File: config.mk
export PLATFORM = sky130hd
export DESIGN_NAME = fpu_dp_seq_multiplier
export DESIGN_NICKNAME = d
export VERILOG_FILES = /design/src/rtl/fpu_dp_seq_multiplier.sv
export SDC_FILE = /design/constraint.sdc
export NUM_CORES = 2
export LEC_CHECK = 0
export ABC_AREA = 1
export ABC_CLOCK_PERIOD_IN_PS = 46400
export BUFFER_PORTS_ARGS = -buffer_cell sky130_fd_sc_hd__buf_2
export CORE_MARGIN = 3
export CORE_UTILIZATION = 30
export DETAILED_ROUTE_END_ITERATION = 10
export SETUP_SLACK_MARGIN = 0.5
export SYNTH_ARGS = -nofsm -noshare
export SYNTH_HDL_FRONTEND = slang
export SYNTH_SLANG_ARGS = --single-unit
File: constraint.sdc
create_clock -name clk -period 46.4 [get_ports clk]
set_clock_uncertainty 0.1 [all_clocks]
set_input_delay 6.96 -clock clk [delete_from_list [all_inputs] [get_ports clk]]
set_output_delay 6.96 -clock clk [all_outputs]
set_load 0.005 [all_outputs]
File: src/rtl/fpu_dp_seq_multiplier.sv
// Iterative binary64 multiplier: one shift-add step per clock over the 53-bit significands,
// round-to-nearest-even, flush-to-zero for subnormal inputs and underflowing results.
module fpu_dp_seq_multiplier #(
  parameter int unsigned WIDTH = 64,
  parameter int unsigned MANT  = 53
) (
  input  logic             clk,
  input  logic             rst,
  input  logic             in_valid,
  output logic             in_ready,
  input  logic [WIDTH-1:0] A,
  input  logic [WIDTH-1:0] B,
  output logic             out_valid,
  input  logic             out_ready,
  output logic [WIDTH-1:0] result,
  output logic             overflow,
  output logic             underflow,
  output logic             invalid
);

  localparam int unsigned FRAC_W = MANT - 1;
  localparam int unsigned EXP_W  = WIDTH - MANT;
  localparam int unsigned PROD_W = 2 * MANT;
  localparam int unsigned CNT_W  = 6;
  localparam int unsigned XW     = 13;

  localparam logic [EXP_W-1:0]    EXP_MAX = '1;
  localparam logic [WIDTH-1:0]    QNAN    = {1'b0, EXP_MAX, 1'b1, (FRAC_W-1)'(0)};
  localparam logic signed [XW-1:0] BIAS    = 13'sd1023;
  localparam logic signed [XW-1:0] EXP_OVF = 13'sd2047;
  localparam logic [CNT_W-1:0]    LAST_STEP = CNT_W'(MANT - 1);

  typedef enum logic [2:0] {
    S_IDLE,
    S_UNPACK,
    S_MULT,
    S_NORM,
    S_ROUND,
    S_DONE
  } state_t;

  state_t state;

  logic [WIDTH-1:0]        a_q;
  logic [WIDTH-1:0]        b_q;
  logic                    sign_q;
  logic signed [XW-1:0]    exp_q;
  logic [PROD_W-1:0]       mcand_q;
  logic [PROD_W-1:0]       acc_q;
  logic [MANT-1:0]         mplier_q;
  logic [CNT_W-1:0]        cnt_q;
  logic [FRAC_W-1:0]       frac_q;
  logic                    guard_q;
  logic                    sticky_q;

  assign in_ready = (state == S_IDLE);

  // Operand classification (subnormals count as zero)
  logic [EXP_W-1:0]     a_exp, b_exp;
  logic [FRAC_W-1:0]    a_frac, b_frac;
  logic                 a_zero, b_zero, a_inf, b_inf, a_nan, b_nan;
  logic                 sign_c;
  logic signed [XW-1:0] exp_sum_c;

  always_comb begin
    a_exp     = a_q[WIDTH-2 -: EXP_W];
    b_exp     = b_q[WIDTH-2 -: EXP_W];
    a_frac    = a_q[FRAC_W-1:0];
    b_frac    = b_q[FRAC_W-1:0];
    a_zero    = (a_exp == '0);
    b_zero    = (b_exp == '0);
    a_inf     = (a_exp == EXP_MAX) && (a_frac == '0);
    b_inf     = (b_exp == EXP_MAX) && (b_frac == '0);
    a_nan     = (a_exp == EXP_MAX) && (a_frac != '0);
    b_nan     = (b_exp == EXP_MAX) && (b_frac != '0);
    sign_c    = a_q[WIDTH-1] ^ b_q[WIDTH-1];
    exp_sum_c = $signed(XW'(a_exp)) + $signed(XW'(b_exp)) - BIAS;
  end

  // Normalisation of the raw product, value in [1,4) with the point at bit PROD_W-2
  logic                 prod_hi;
  logic [FRAC_W-1:0]    norm_frac_c;
  logic                 norm_guard_c;
  logic                 norm_sticky_c;
  logic signed [XW-1:0] norm_exp_c;

  always_comb begin
    prod_hi       = acc_q[PROD_W-1];
    norm_frac_c   = acc_q[PROD_W-3 -: FRAC_W];
    norm_guard_c  = acc_q[PROD_W-3-FRAC_W];
    norm_sticky_c = |acc_q[PROD_W-4-FRAC_W:0];
    norm_exp_c    = exp_q;
    if (prod_hi) begin
      norm_frac_c   = acc_q[PROD_W-2 -: FRAC_W];
      norm_guard_c  = acc_q[PROD_W-2-FRAC_W];
      norm_sticky_c = |acc_q[PROD_W-3-FRAC_W:0];
      norm_exp_c    = exp_q + 13'sd1;
    end
  end

  // Round to nearest even; a carry out of the significand bumps the exponent
  logic                 round_up_c;
  logic [MANT:0]        mant_rnd_c;
  logic [FRAC_W-1:0]    rnd_frac_c;
  logic signed [XW-1:0] rnd_exp_c;

  always_comb begin
    round_up_c = guard_q & (sticky_q | frac_q[0]);
    mant_rnd_c = {2'b01, frac_q} + (MANT+1)'(round_up_c);
    rnd_frac_c = mant_rnd_c[FRAC_W-1:0];
    rnd_exp_c  = exp_q;
    if (mant_rnd_c[MANT]) begin
      rnd_exp_c = exp_q + 13'sd1;
    end
  end

  always_ff @(posedge clk or posedge rst) begin
    if (rst) begin
      state     <= S_IDLE;
      a_q       <= '0;
      b_q       <= '0;
      sign_q    <= 1'b0;
      exp_q     <= '0;
      mcand_q   <= '0;
      acc_q     <= '0;
      mplier_q  <= '0;
      cnt_q     <= '0;
      frac_q    <= '0;
      guard_q   <= 1'b0;
      sticky_q  <= 1'b0;
      result    <= '0;
      overflow  <= 1'b0;
      underflow <= 1'b0;
      invalid   <= 1'b0;
      out_valid <= 1'b0;
    end else begin
      unique case (state)
        S_IDLE: begin
          if (in_valid) begin
            a_q       <= A;
            b_q       <= B;
            overflow  <= 1'b0;
            underflow <= 1'b0;
            invalid   <= 1'b0;
            state     <= S_UNPACK;
          end
        end

        S_UNPACK: begin
          sign_q <= sign_c;
          if (a_nan || b_nan || (a_inf && b_zero) || (a_zero && b_inf)) begin
            result    <= QNAN;
            invalid   <= 1'b1;
            out_valid <= 1'b1;
            state     <= S_DONE;
          end else if (a_inf || b_inf) begin
            result    <= {sign_c, EXP_MAX, FRAC_W'(0)};
            out_valid <= 1'b1;
            state     <= S_DONE;
          end else if (a_zero || b_zero) begin
            result    <= {sign_c, (WIDTH-1)'(0)};
            out_valid <= 1'b1;
            state     <= S_DONE;
          end else begin
            mcand_q  <= PROD_W'({1'b1, a_frac});
            mplier_q <= {1'b1, b_frac};
            exp_q    <= exp_sum_c;
            acc_q    <= '0;
            cnt_q    <= '0;
            state    <= S_MULT;
          end
        end

        // One multiplier bit per clock, LSB first
        S_MULT: begin
          if (mplier_q[0]) begin
            acc_q <= acc_q + mcand_q;
          end
          mcand_q  <= mcand_q << 1;
          mplier_q <= mplier_q >> 1;
          cnt_q    <= cnt_q + CNT_W'(1);
          if (cnt_q == LAST_STEP) begin
            state <= S_NORM;
          end
        end

        S_NORM: begin
          frac_q   <= norm_frac_c;
          guard_q  <= norm_guard_c;
          sticky_q <= norm_sticky_c;
          exp_q    <= norm_exp_c;
          state    <= S_ROUND;
        end

        S_ROUND: begin
          if (rnd_exp_c >= EXP_OVF) begin
            result   <= {sign_q, EXP_MAX, FRAC_W'(0)};
            overflow <= 1'b1;
          end else if (rnd_exp_c <= 13'sd0) begin
            result    <= {sign_q, (WIDTH-1)'(0)};
            underflow <= 1'b1;
          end else begin
            result <= {sign_q, rnd_exp_c[EXP_W-1:0], rnd_frac_c};
          end
          state <= S_DONE;
        end

        // Normal results present one clock after entering; specials arrive already valid
        S_DONE: begin
          if (!out_valid) begin
            out_valid <= 1'b1;
          end else if (out_ready) begin
            out_valid <= 1'b0;
            state     <= S_IDLE;
          end
        end

        default: state <= S_IDLE;
      endcase
    end
  end

endmodule

==> impl_metrics.env <==
export IMPL_clockPowerShare=0.254
export IMPL_area_growth_synth_to_final_pct=13.39
export IMPL_async_flop_share=1.000
export IMPL_rsz0062_at_grt="false"
export IMPL_setup_slack_ns=37.48
export IMPL_p_per_area_mw_per_mm2=52.53
export IMPL_portBuffers=200
export IMPL_criticalPathCategory="primary input to asynchronous set/reset pin"
export IMPL_clkTransAtPathRegs_ns=0.06
export IMPL_p_leak_uw=0.01673
export IMPL_cap_violations=0
export IMPL_setup_tns_ns=0
export IMPL_std_cell_rows=122
export IMPL_ctsResizeCount=0
export IMPL_die_w_um=342.5
export IMPL_dieArea_mm2=0.1173
export IMPL_final_cell_area_mm2=0.03852
export IMPL_ant_nets=0
export IMPL_place_ws_ns=36.68
export IMPL_netlist_area_mm2=0.03397
export IMPL_synth_cell_type_count=49
export IMPL_drive_gt1_frac=0.09790
export IMPL_antenna_found_initial=4
export IMPL_synth_cells=4624
export IMPL_vias_per_cell=4.895
export IMPL_hp_start="result[38]"
export IMPL_core_region_area_mm2=0.1116
export IMPL_grt_max_degree=213
export IMPL_pwr_share_comb=0.392
export IMPL_cp_max_fo=148
export IMPL_cts_tree="yes"
export IMPL_finalHoldWorstSlack_ns=0.3739
export IMPL_drc=0
export IMPL_synth_edf_count=0
export IMPL_cp_end_kind="asynchronous set/reset pin"
export IMPL_p_seq_frac=0.355
export IMPL_synth_top_area_cell="dfrtp_1"
export IMPL_setup_viol=0
export IMPL_initial_core_util=0.3044
export IMPL_fin_crit_sh=0.1923
export IMPL_ioPinCount=201
export IMPL_cts_hold_buf=0
export IMPL_drv_slew=0
export IMPL_hp_class="flop to flop"
export IMPL_avgSynthCellArea_um2=7.346
export IMPL_p_sw_frac=0.4156
export IMPL_yosysSeqAreaShare=0.3963
export IMPL_overflow=0
export IMPL_r2r_start="a_q[28]"
export IMPL_post_cts_buffers=0
export IMPL_worstPathRequired_ns=46.92
export IMPL_internal_power_uw=1182
export IMPL_wire_per_inst_um=17.78
export IMPL_die_h_um=342.5
export IMPL_dp_hpwl_um=88990
export IMPL_min_period_ns=8.923
export IMPL_nNetsFinal=5025
export IMPL_vdd_ir_drop_max_v=0.00004423
export IMPL_syn_num_nets=4889
export IMPL_worstPathArrival_ns=9.44
export IMPL_via_count=30840
export IMPL_grt_pass1_wl_um=174500
export IMPL_grt_pass1_vias=29620
export IMPL_clkSinkCount=538
export IMPL_tightest_slew_ns=1.204
export IMPL_cts_path_max_buffers=3
export IMPL_clock_root_buffer="clkbuf_16"
export IMPL_h_tree_depth=2
export IMPL_crit_path_start="rst"
export IMPL_ys_flop_type="dfrtp_1"
export IMPL_synth_seq_cells=538
export IMPL_n_fill_cell=11980
export IMPL_drt_iter0_drc=2228
export IMPL_finalWeightedCongestion=0.9968
export IMPL_firstDrtPassIters=6
export IMPL_cts_buffers=60
export IMPL_relSlewSlack=0.1887
export IMPL_ys_warnings_count=0
export IMPL_drt_wl_total_um=112000
export IMPL_worstSetupStartpointType="primary input"
export IMPL_yosys_top_cells_area="dfrtp_1 40%, nand2_1 11%, inv_1 7.9%"
export IMPL_yosys_area_top_type_share=0.3963
export IMPL_hold_viol_final=0
export IMPL_dpl_cell_area_mm2=0.03639
export IMPL_run_status="completed"
export IMPL_power_switching_uw=841.0
export IMPL_fmaxAchievable_mhz=112.1
export IMPL_grt_usage=0.1886
export IMPL_clkLatencyLatePin_ns=0.65
-- critical path, stage by stage --
cell    delay [ns]
buf_2         0.13
inv_8         0.54
buf_12        0.63
buf_4         0.90
-- sequential cells by signal (all words and copies together) (netlist names) --
register and cells:
a_q 64, acc_q 106, b_q 64, cnt_q 6
exp_q 13, frac_q 52, guard_q 1, invalid 1
mcand_q 106, mplier_q 53, out_valid 1, overflow 1
result 64, sign_q 1, state 3, sticky_q 1
underflow 1
-- through the flow --
stage	util	power, uW	std cells
after floorplan	-	1277	4624
after global placement	0.3261	1502	6186
after CTS	0.3452	2041	6299
after global routing	0.3452	2185	6300
after detailed placement	0.3261	1513	6186
final	0.3452	2023	6300
-- per-layer routing --
layer  wire [um]  vias up  GRT usage
met3        6685      127    0.02839
met2       47540      805     0.2878
li1            -    15430          -
met1       55180    14480     0.2784
met5           0        -          0
met4        2618        0    0.04563
-- synthesized netlist by cell type, drive strengths merged (11+ instances only) --
| cell | n |
|---|---|
| nand2 | 998 |
| inv | 724 |
| o21ai | 551 |
| dfrtp | 538 |
| nor2 | 494 |
| a21oi | 228 |
| nand3 | 163 |
| o211ai | 147 |
| ha | 131 |
| xor2 | 110 |
| clkbuf | 105 |
| o22ai | 59 |
| nor4 | 56 |
| nand4 | 53 |
| mux2 | 50 |
| nor3 | 46 |
| buf | 44 |
| a31oi | 20 |
| o21bai | 18 |
| a21o | 16 |
| o21a | 15 |
| or2 | 14 |
| nand3b | 13 |
| xnor2 | 11 |
-- final timing paths --
check,to,slack (ns),depth (start not counted)
setup / recovery,mcand_q[41],37.48,4
hold / removal,result[38],0.37,2
setup reg to reg,mcand_q[51],41.09,12
hold reg to reg,result[38],0.37,2
max in group clk,in_ready,37.71,4
min in group asynchronous,result[52],6.38,2
-- power groups by stage --
stage          combinational (uW)  clock, uW  sequential (uW)
2_1_floorplan                 589          0              687
3_3_place_gp                  779          0              723
3_5_place_dp                  787          0              726
4_1_cts                       794        529              718
5_1_grt                       902        547              736
6_report                      793        513              718
-- cell type report --
type | count | area [um^2] | share of cell area
Sequential cell | 538 | 13460 | 0.3496
Inverter | 725 | 2729 | 0.07085
Antenna cell | 1 | 2.502 | 0.00006497
Clock buffer | 83 | 1718 | 0.04460
Timing Repair Buffer | 223 | 1199 | 0.03112
Clock inverter | 30 | 410.4 | 0.01065
Tap cell | 1488 | 1862 | 0.04834
Multi-Input combinational cell | 3212 | 17130 | 0.4448
-- layout by cell type (no fill, tap or decap), types with 16 or more instances in the layout --
master / n
nand4_1: 51
a21oi_1: 228
o21ai_1: 17
inv_1: 717
clkbuf_16: 60
o21bai_1: 18
nand3_1: 161
dfrtp_1: 537
nor2_1: 479
a31oi_1: 20
nor4_1: 56
ha_1: 131
xor2_1: 110
nor3_1: 43
buf_2: 200
nand2_1: 979
o211ai_1: 147
o21ai_0: 502
buf_4: 21
o21ai_2: 31
mux2_2: 50
a21o_1: 16
o22ai_1: 59
-- logic make-up after synthesis --
kind of cell	count (synthesis)	share of synthesized area
XOR/XNOR	121	0.03120
adder cells (fa/ha/maj)	133	0.04943
flip-flops	538	0.3963
multiplexers	50	0.01658
buffers and inverters	874	0.1003
AND/OR/NAND/NOR	1842	0.2272
AO/OA/AOI/OAI	1066	0.1789
Power figures use the tool's default switching activity.
